**config.mk**
```make
export PLATFORM = sky130hd
export DESIGN_NAME = bcd_serial_alu_ctrl
export DESIGN_NICKNAME = d
export VERILOG_FILES = /design/src/rtl/bcd_pkg.sv /design/src/rtl/bcd_digit_add.sv /design/src/rtl/bcd_serial_alu_ctrl.sv
export SDC_FILE = /design/constraint.sdc
export NUM_CORES = 1
export LEC_CHECK = 0
export CAP_MARGIN = 20
export CORE_ASPECT_RATIO = 1.2
export CORE_MARGIN = 2
export CORE_UTILIZATION = 53
export DETAILED_ROUTE_END_ITERATION = 12
export PLACE_DENSITY_LB_ADDON = 0.12
export SLEW_MARGIN = 30
export SYNTH_ARGS = -nofsm -noshare
export SYNTH_HDL_FRONTEND = slang
export SYNTH_SLANG_ARGS = --single-unit
```
**constraint.sdc**
```tcl
create_clock -name clk -period 4.5 [get_ports clk]
set_clock_uncertainty 0.05 [all_clocks]
set_input_delay 1.35 -clock clk [delete_from_list [all_inputs] [get_ports clk]]
set_output_delay 1.35 -clock clk [all_outputs]
set_load 0.01 [all_outputs]
```
**src/rtl/bcd_pkg.sv**
```systemverilog
// Shared types and helpers for the serial packed-BCD add/subtract controller.
// Latency: n/a (types, constants and pure combinational functions only).
// Backpressure: n/a.
package bcd_pkg;

  typedef enum logic [1:0] {
    IDLE = 2'd0,
    RUN  = 2'd1,
    FIX  = 2'd2,
    DONE = 2'd3
  } state_t;

  localparam logic OP_ADD = 1'b0;
  localparam logic OP_SUB = 1'b1;

  // Nine's complement of a decimal digit; only meaningful for d <= 9.
  function automatic logic [3:0] nines_comp(input logic [3:0] d);
    return 4'd9 - d;
  endfunction

  function automatic logic digit_valid(input logic [3:0] d);
    return (d <= 4'd9);
  endfunction

endpackage

```
**src/rtl/bcd_digit_add.sv**
```systemverilog
// One-digit BCD adder with carry-in and carry-out.
// Latency: purely combinational, 0 cycles.
// Backpressure: none; outputs follow inputs.
// Ports: x, y - BCD digits (0..9); cin - decimal carry in;
//        sum - BCD digit result; cout - decimal carry out.
module bcd_digit_add (
  input  logic [3:0] x,
  input  logic [3:0] y,
  input  logic       cin,
  output logic [3:0] sum,
  output logic       cout
);

  logic [4:0] bin;
  logic [4:0] corr;

  always_comb begin
    bin  = {1'b0, x} + {1'b0, y} + {4'b0000, cin};
    // A binary sum above 9 skips the six unused codes 10..15 to wrap into
    // the next decade; the largest input 9+9+1=19 still fits in 5 bits.
    corr = bin + 5'd6;
    if (bin > 5'd9) begin
      sum  = corr[3:0];
      cout = 1'b1;
    end else begin
      sum  = bin[3:0];
      cout = 1'b0;
    end
  end

endmodule

```
**src/rtl/bcd_serial_alu_ctrl.sv**
```systemverilog
// Serial packed-BCD add/subtract, one digit per clock through one shared adder.
// Latency: done DIGITS cycles after accept (2*DIGITS if the difference is
//          negative, same cycle-after-accept if an operand digit is invalid).
// Backpressure: none; start is only sampled in IDLE and ignored while busy.
// Ports: clk, rst_n (sync, active-low); start/op/a/b request; busy, done
//        pulse, result, carry_out, sign_neg, invalid registered outputs.
module bcd_serial_alu_ctrl
  import bcd_pkg::*;
#(
  parameter int DIGITS = 4
) (
  input  logic                  clk,
  input  logic                  rst_n,
  input  logic                  start,
  input  logic                  op,
  input  logic [4*DIGITS-1:0]   a,
  input  logic [4*DIGITS-1:0]   b,
  output logic                  busy,
  output logic                  done,
  output logic [4*DIGITS-1:0]   result,
  output logic                  carry_out,
  output logic                  sign_neg,
  output logic                  invalid
);

  localparam int IW = $clog2(DIGITS);
  localparam logic [IW-1:0] LAST = IW'(DIGITS - 1);

  state_t                state;
  logic [IW-1:0]         idx;
  logic                  carry;
  logic                  op_q;
  logic [4*DIGITS-1:0]   a_q;
  logic [4*DIGITS-1:0]   b_q;

  logic [3:0] a_dig, b_dig, r_dig;
  logic [3:0] add_x, add_y, add_sum;
  logic       add_cout;
  logic       any_bad;

  // Digit select at idx and operand validity check on the live inputs.
  always_comb begin
    a_dig   = 4'd0;
    b_dig   = 4'd0;
    r_dig   = 4'd0;
    any_bad = 1'b0;
    for (int i = 0; i < DIGITS; i++) begin
      if (idx == IW'(i)) begin
        a_dig = a_q[i*4 +: 4];
        b_dig = b_q[i*4 +: 4];
        r_dig = result[i*4 +: 4];
      end
      if (!digit_valid(a[i*4 +: 4]) || !digit_valid(b[i*4 +: 4])) begin
        any_bad = 1'b1;
      end
    end
  end

  // FIX rewrites the stored result as 9's complement + 1 (ten's complement),
  // turning the wrapped negative difference into its magnitude.
  always_comb begin
    if (state == FIX) begin
      add_x = nines_comp(r_dig);
      add_y = 4'd0;
    end else begin
      add_x = a_dig;
      add_y = (op_q == OP_SUB) ? nines_comp(b_dig) : b_dig;
    end
  end

  bcd_digit_add u_add (
    .x    (add_x),
    .y    (add_y),
    .cin  (carry),
    .sum  (add_sum),
    .cout (add_cout)
  );

  always_ff @(posedge clk) begin
    if (!rst_n) begin
      state     <= IDLE;
      idx       <= '0;
      carry     <= 1'b0;
      op_q      <= 1'b0;
      a_q       <= '0;
      b_q       <= '0;
      busy      <= 1'b0;
      done      <= 1'b0;
      result    <= '0;
      carry_out <= 1'b0;
      sign_neg  <= 1'b0;
      invalid   <= 1'b0;
    end else begin
      case (state)
        IDLE: begin
          if (start) begin
            a_q       <= a;
            b_q       <= b;
            op_q      <= op;
            result    <= '0;
            carry_out <= 1'b0;
            sign_neg  <= 1'b0;
            idx       <= '0;
            if (any_bad) begin
              invalid <= 1'b1;
              carry   <= 1'b0;
              done    <= 1'b1;
              state   <= DONE;
            end else begin
              invalid <= 1'b0;
              carry   <= op;   // subtract: 9's complement plus carry-in 1
              busy    <= 1'b1;
              state   <= RUN;
            end
          end
        end

        RUN: begin
          for (int i = 0; i < DIGITS; i++) begin
            if (idx == IW'(i)) result[i*4 +: 4] <= add_sum;
          end
          carry <= add_cout;
          idx   <= idx + 1'b1;
          if (idx == LAST) begin
            idx <= '0;
            if (op_q == OP_ADD) begin
              carry_out <= add_cout;
              busy      <= 1'b0;
              done      <= 1'b1;
              state     <= DONE;
            end else if (add_cout) begin
              // End-around carry present: A >= B, result already final.
              busy  <= 1'b0;
              done  <= 1'b1;
              state <= DONE;
            end else begin
              sign_neg <= 1'b1;
              carry    <= 1'b1;
              state    <= FIX;
            end
          end
        end

        FIX: begin
          for (int i = 0; i < DIGITS; i++) begin
            if (idx == IW'(i)) result[i*4 +: 4] <= add_sum;
          end
          carry <= add_cout;
          idx   <= idx + 1'b1;
          if (idx == LAST) begin
            idx   <= '0;
            busy  <= 1'b0;
            done  <= 1'b1;
            state <= DONE;
          end
        end

        DONE: begin
          done  <= 1'b0;
          state <= IDLE;
        end

        default: state <= IDLE;
      endcase
    end
  end

endmodule

```
Yosys cells after proc, flatten, opt, wreduce, memory -nomap -nowiden. Cells that the tools add are included.

Add/subtract/negate cells: 6. $mul: 0. Divide/modulo/power cells: 0. $lt $le $gt $ge: 9. Equality and inequality tests: 19. Shifts and indexed selects: 0. Muxes and demuxes: 65. Bitwise gates (word level): 0. Reduce and logical (&&, ||, !) cells: 30.

Operators by type and width (number): $mux 4 (20); $le 4x4->1 const B (8); $pmux 16 s2 (1); $mux 1 (30); $mux 16 (1); $reduce_and 3->1 (5); $ne 2x2->1 const B (7); $mux 2 (6); $ne 2x1->1 const B (5); $reduce_and 5->1 (2); $eq 2x2->1 const B (4); $logic_not 1->1 (8); $pmux 2 s4 (1); $sub 4x4->4 const A (2); $pmux 1 s3 (2); $reduce_and 2->1 (3); $reduce_and 6->1 (1); $add 4x4->5 (1); $add 5x1->5 (1); $gt 5x4->1 const B (1); $add 4x3->4 const B (1); $eq 2x1->1 const B (2); $logic_not 2->1 (2); $logic_or 1x1->1 (4); 9 further kinds (11).

Bits in registers: 59. Latch bits: 0. Bits in writable memories: 0. Bits in read-only memories: 0. Input port bits: 36. Output and inout port bits: 21. Word-level logic and storage cells: 144. Memories kept: 0.

Depth between registers and ports, before layout.
Word-level depth: 16. Mapped depth: 19. Depth with buffers taken out: 18.

Cells and area by module. A second synthesis with hierarchy kept.

Cell total of the unflattened synthesis: 407. Area total of the unflattened synthesis: 3264.4 um^2.

By module, submodules not included: bcd_serial_alu_ctrl (instances 1, cells each 385, area each 3052.9 um^2, seq. area each 1181.1 um^2); bcd_digit_add (instances 1, cells each 22, area each 211.5 um^2, seq. area each 0.0 um^2).

Least setup slack after synthesis. Ideal clock, no wire load.

Path kind: flip-flop to flip-flop. From: reg idx[1]. To: reg busy. Data arrival time: 3.484 ns. Path slack: 0.894 ns. Cell stages (with the launch flop): 19. Path buffers: 1. Clock period less this slack: 3.606 ns. Path through: dfxtp_1 inv_1 ha_1 clkbuf_1 nand3b_1 a21oi_1 a21oi_1 nor2_1 a21oi_1 ha_1 nor2_1 a211oi_1 ha_1 xnor2_1 ha_1 a22o_1 o21a_4 a2111oi_4 mux2i_1.

Longest elaborated chain between the ends: 14. Elaborated cells on any way between the ends: 29.

Ends and longest elaborated chain: from (decl) (line bcd_serial_alu_ctrl.sv:30) `logic [IW-1:0] idx;`; from (signal assigned) (line bcd_serial_alu_ctrl.sv:123) `idx <= idx + 1'b1;`; from (signal assigned) (line bcd_serial_alu_ctrl.sv:149) `idx <= idx + 1'b1;`; $logic_not 2->1 (line bcd_serial_alu_ctrl.sv:48) `if (idx == IW'(i)) begin`; $mux 4 (4 in a row) (line bcd_serial_alu_ctrl.sv:48); $sub 4x4->4 (line bcd_pkg.sv:18) `return 4'd9 - d;`; $mux 4 (line bcd_serial_alu_ctrl.sv:67) `add_y = (op_q == OP_SUB) ? nines_comp(b_dig) : b_dig;`; $mux 4 (line bcd_serial_alu_ctrl.sv:62) `if (state == FIX) begin`; $add 4x4->5 (line bcd_digit_add.sv:18) `bin = {1'b0, x} + {1'b0, y} + {4'b0000, cin};`; $add 5x1->5 (line bcd_digit_add.sv:18); $gt 5x4->1 (line bcd_digit_add.sv:22) `if (bin > 5'd9) begin`; $mux 1 (line bcd_digit_add.sv:22); $ne 3x3->1 (no source line); $reduce_and 6->1 (no source line) (*); to (signal assigned) (line bcd_serial_alu_ctrl.sv:87) `busy <= 1'b0;`; to (signal assigned) (line bcd_serial_alu_ctrl.sv:112) `busy <= 1'b1;`; to (signal assigned) (line bcd_serial_alu_ctrl.sv:128) `busy <= 1'b0;`; to (decl) (line bcd_serial_alu_ctrl.sv:18) `output logic busy,`.

Every way passes the cells marked *; elsewhere a longest branch is shown, timed or not. A chain may end at the register's enable or synchronous reset.

Final worst setup path.
From: reg idx[0]. To: reg busy.

The elaborated chain is that of the path after synthesis.

==> results by group <==
Status
  • Outcome: complete, no violations

Floorplan
  • Full die area: just under 7000 um^2
  • IO Pins: 57
  • Die H: between 90 and 100 um
  • Initial core utilization: 0.547
  • Die width: around 76 um
  • Core ar.: between 6000 and 7000 um^2
  • Row cnt: 31

Clocking
  • CTS tree: yes
  • Clock root buffer: clkbuf_8
  • CTS H-tree lvls: 3
  • # clock sinks: 59
  • Post-CTS Setup Inserts: 0
  • Worst-path clk slew: roughly 70 ps
  • Longest Clk Path Bufs: 2
  • CTS buffer count: 9
  • Worst-skew pair later-pin latency: between 300 and 400 ps

Yosys
  • Dominant cell type by area after synthesis: dfxtp_1
  • Top cell type's share of synthesized area: 0.357
  • Register area share after synthesis: 0.357
  • Synth Warn #: 0
  • EDFF count, synth: 0
  • Seq cells post-synth: 59
  • Post-Synthesis Cell Area: 3310 um^2
  • Post-Syn Instances: 430
  • Asr flop ratio synth: 0
  • Area contributors post-synth: dfxtp_1 (36%), nand2_1 (12%), a21boi_0 (8.4%)
  • Main flop type after synthesis: dfxtp_1
  • Syn Nets: around 480
  • Syn Area/Cell: slightly below 8 um^2
  • Unique masters post-synth: 43

Timing
  • Max Slew Vio Count: 0
  • Slew margin rel.: 0.470
  • Post-route minimum period: 4090 ps
  • Final setup fails: 0
  • Period utilization: 0.908
  • Fmax: about 240 MHz
  • Final TNS setup: 0 ps
  • RSZ-0062 raised after global routing: no
  • Final hold vios: 0
  • Actual slew at the worst max-slew pin: 796 ps

Power
  • Static Leakage: approximately 1.5 nW
  • Final Total Pwr: ~0.0025 W
  • Max IR drop VDD: just over 0.3 mV
  • Sw frac: 0.437
  • Comb pwr share: 0.537
  • Clock share of power: 0.164
  • Internal power: roughly 0.0014 W
  • Net switching power: ~0.0011 W
  • Flop pwr share: 0.299
  • Power Density: around 630 nW/um^2

Worst setup path
  • Worst endpoint required time: 4720 ps
  • Crit path DAT: 4310 ps
  • CP endpoint kind: flop
  • Worst-path maximum fanout: 24
  • Reg2Reg Depth: 16
  • Critical Path Start Type: flop
  • Flop-to-flop setup slack: approximately 410 ps
  • Worst r2r src: idx[0]
  • CP Class: reg -> reg
  • RR Endpoint: busy

Routing
  • Vias: around 3,000
  • Total routed wirelength: between 7 and 8 mm
  • Detail Route Antenna Nets: 0
  • Vias per cell: between 5 and 6
  • Drt wl/cell: about 14 um
  • # DRC: 0
  • 1st-iter DRT viols: about 150
  • DR pass1 iterations: 5

Layout
  • Filler cells: 530
  • FF+latch area: ~1200 um^2
  • Nets: 530
  • Synth-to-Final Area Change: 22.3%
  • Multi-input logic area: about 2000 um^2
  • # diodes: 0
  • Share of layout cells above drive strength 1: 0.0582

Global routing
  • Vias in the first global route: between 2,000 and 3,000
  • Largest net degree at the start of global routing: 62
  • Antenna violations before repair: 0
  • GRT overflow: 0
  • Wire length of the first global-routing pass: about 13 mm
  • Total GRT Usage: 0.243

Worst hold path
  • Hold Crit Class: reg -> reg
  • Hold_sp: done
  • Hold depth: 2
  • Hold path endpoint: done

Placement
  • HPWL Detailed: between 5 and 6 mm
  • GP Congestion: just over 0.9
  • Port bufs: between 50 and 60

Run
  • Max-capacitance violation count: 0
[power by group through the flow]
stage          Clock, W  Combinational, W  Sequential (W)
2_1_floorplan         0          0.000976        0.000774
3_3_place_gp          0           0.00131        0.000766
3_5_place_dp          0           0.00134        0.000770
4_1_cts        0.000418           0.00135        0.000759
5_1_grt        0.000447           0.00151        0.000778
6_report       0.000415           0.00136        0.000759
[through the flow]
| stage | std cells | setup WS [ps] | area (um^2) | hold WS (ps) | util |
|---|---|---|---|---|---|
| after floorplan | 430 | 894 | 3310 | 389 | - |
| after global placement | 548 | 406 | 3880 | 392 | 0.642 |
| after detailed placement | 548 | 280 | 3880 | 405 | 0.642 |
| after CTS | 563 | 256 | 4040 | 413 | 0.668 |
| after global routing | 563 | 16.6 | 4050 | 437 | 0.669 |
| final | 563 | 413 | 4050 | 405 | 0.669 |
[synth_stat cells (2+ instances only)]
library cell    n
nand2_1       105
dfxtp_1        59
a21boi_0       37
a21oi_1        33
o21ai_0        33
nor2_1         26
clkbuf_1       22
nand3_1        17
ha_1           15
inv_1           9
nand3b_1        9
a211oi_1        5
nor2b_1         5
o211ai_1        5
o21a_1          5
mux2i_1         4
nand4_1         4
clkbuf_8        3
xnor2_1         3
a21o_2          2
a31oi_1         2
a32oi_1         2
and2_1          2
fa_1            2
nand2b_1        2
xor2_1          2
[registers in the layout, indices dropped and copies added, names as in the netlist]
signal	count
a_q	16
b_q	16
result	16
idx	2
state	2
busy	1
carry	1
carry_out	1
done	1
invalid	1
op_q	1
sign_neg	1
[layer usage]
layer	vias up	track usage	share of wire
li1	1567	-	-
met1	1402	0.297	0.44
met2	105	0.404	0.49
met3	15	0.0550	0.048
met4	0	0.115	0.023
met5	-	0	0
[final cells by class]
class,instances,area share
multi-input cells,335,0.483
flip-flops and latches,59,0.292
repair buffers,63,0.152
clock buffers,12,0.0359
well taps,82,0.0254
inverters,9,0.00835
clock inverters,3,0.00371
[what timing repair did]
item | in CTS | in global routing
resized for setup | 0 | 1
endpoints found under the hold margin | 0 | 0
hold buffers | 0 | 0
endpoints found under the setup margin | 0 | 5
[cell usage in the layout, fill, tap and decap left out, types with 2 or more instances in the layout]
| cell | instances |
|---|---|
| clkdlybuf4s50_1 | 56 |
| nand2b_1 | 2 |
| a31oi_1 | 2 |
| mux2i_1 | 4 |
| ha_1 | 14 |
| and2_1 | 2 |
| a21o_2 | 2 |
| clkbuf_1 | 2 |
| nand4_1 | 4 |
| nand3b_1 | 9 |
| nor2b_1 | 5 |
| nand2_1 | 105 |
| clkbuf_8 | 10 |
| fa_1 | 2 |
| o21a_1 | 5 |
| dfxtp_1 | 59 |
| buf_4 | 7 |
| xnor2_1 | 3 |
| o21ai_0 | 33 |
| a21oi_1 | 33 |
| nor2_1 | 26 |
| nand3_1 | 17 |
| a32oi_1 | 2 |
| inv_1 | 9 |
| a211oi_1 | 5 |
| o211ai_1 | 5 |
| a21boi_0 | 37 |
| xor2_1 | 2 |
| clkinv_2 | 3 |
[cells by family (layout without fill, tap and decap cells)]
family,count (synthesis),after routing,share of synthesized area
multiplexers,4,4,0.0121
flip-flops,59,59,0.357
buffers and inverters,36,87,0.0526
AND/OR/NAND/NOR,174,174,0.229
XOR/XNOR,5,5,0.0132
adder cells (fa/ha/maj),17,17,0.0688
AO/OA/AOI/OAI,135,135,0.267
[worst max-delay path by stage]
| stage | startpoint | to | slack [ps] | cells after the start |
|---|---|---|---|---|
| 6_report | idx[0] | busy | 410 | 16 |
| 2_1_floorplan | idx[1] | busy | 890 | 18 |
| 5_1_grt | idx[0] | result[6] | 20 | 16 |
| 4_1_cts | idx[1] | busy | 260 | 17 |
| 3_5_place_dp | idx[0] | busy | 280 | 16 |
| 3_3_place_gp | idx[0] | busy | 410 | 16 |
[worst max-delay path: stages, from the launching register on]
cell	delay (ps)
dfxtp_1	350
inv_1	90
ha_1	680
a21oi_1	90
a21oi_1	160
nor2_1	60
a21oi_1	160
ha_1	250
nand2_1	60
o21ai_0	110
ha_1	390
xnor2_1	200
ha_1	260
a22o_1	240
o21a_4	280
a2111oi_4	380
mux2i_1	220
No activity file was read; power rests on OpenSTA's default activity.
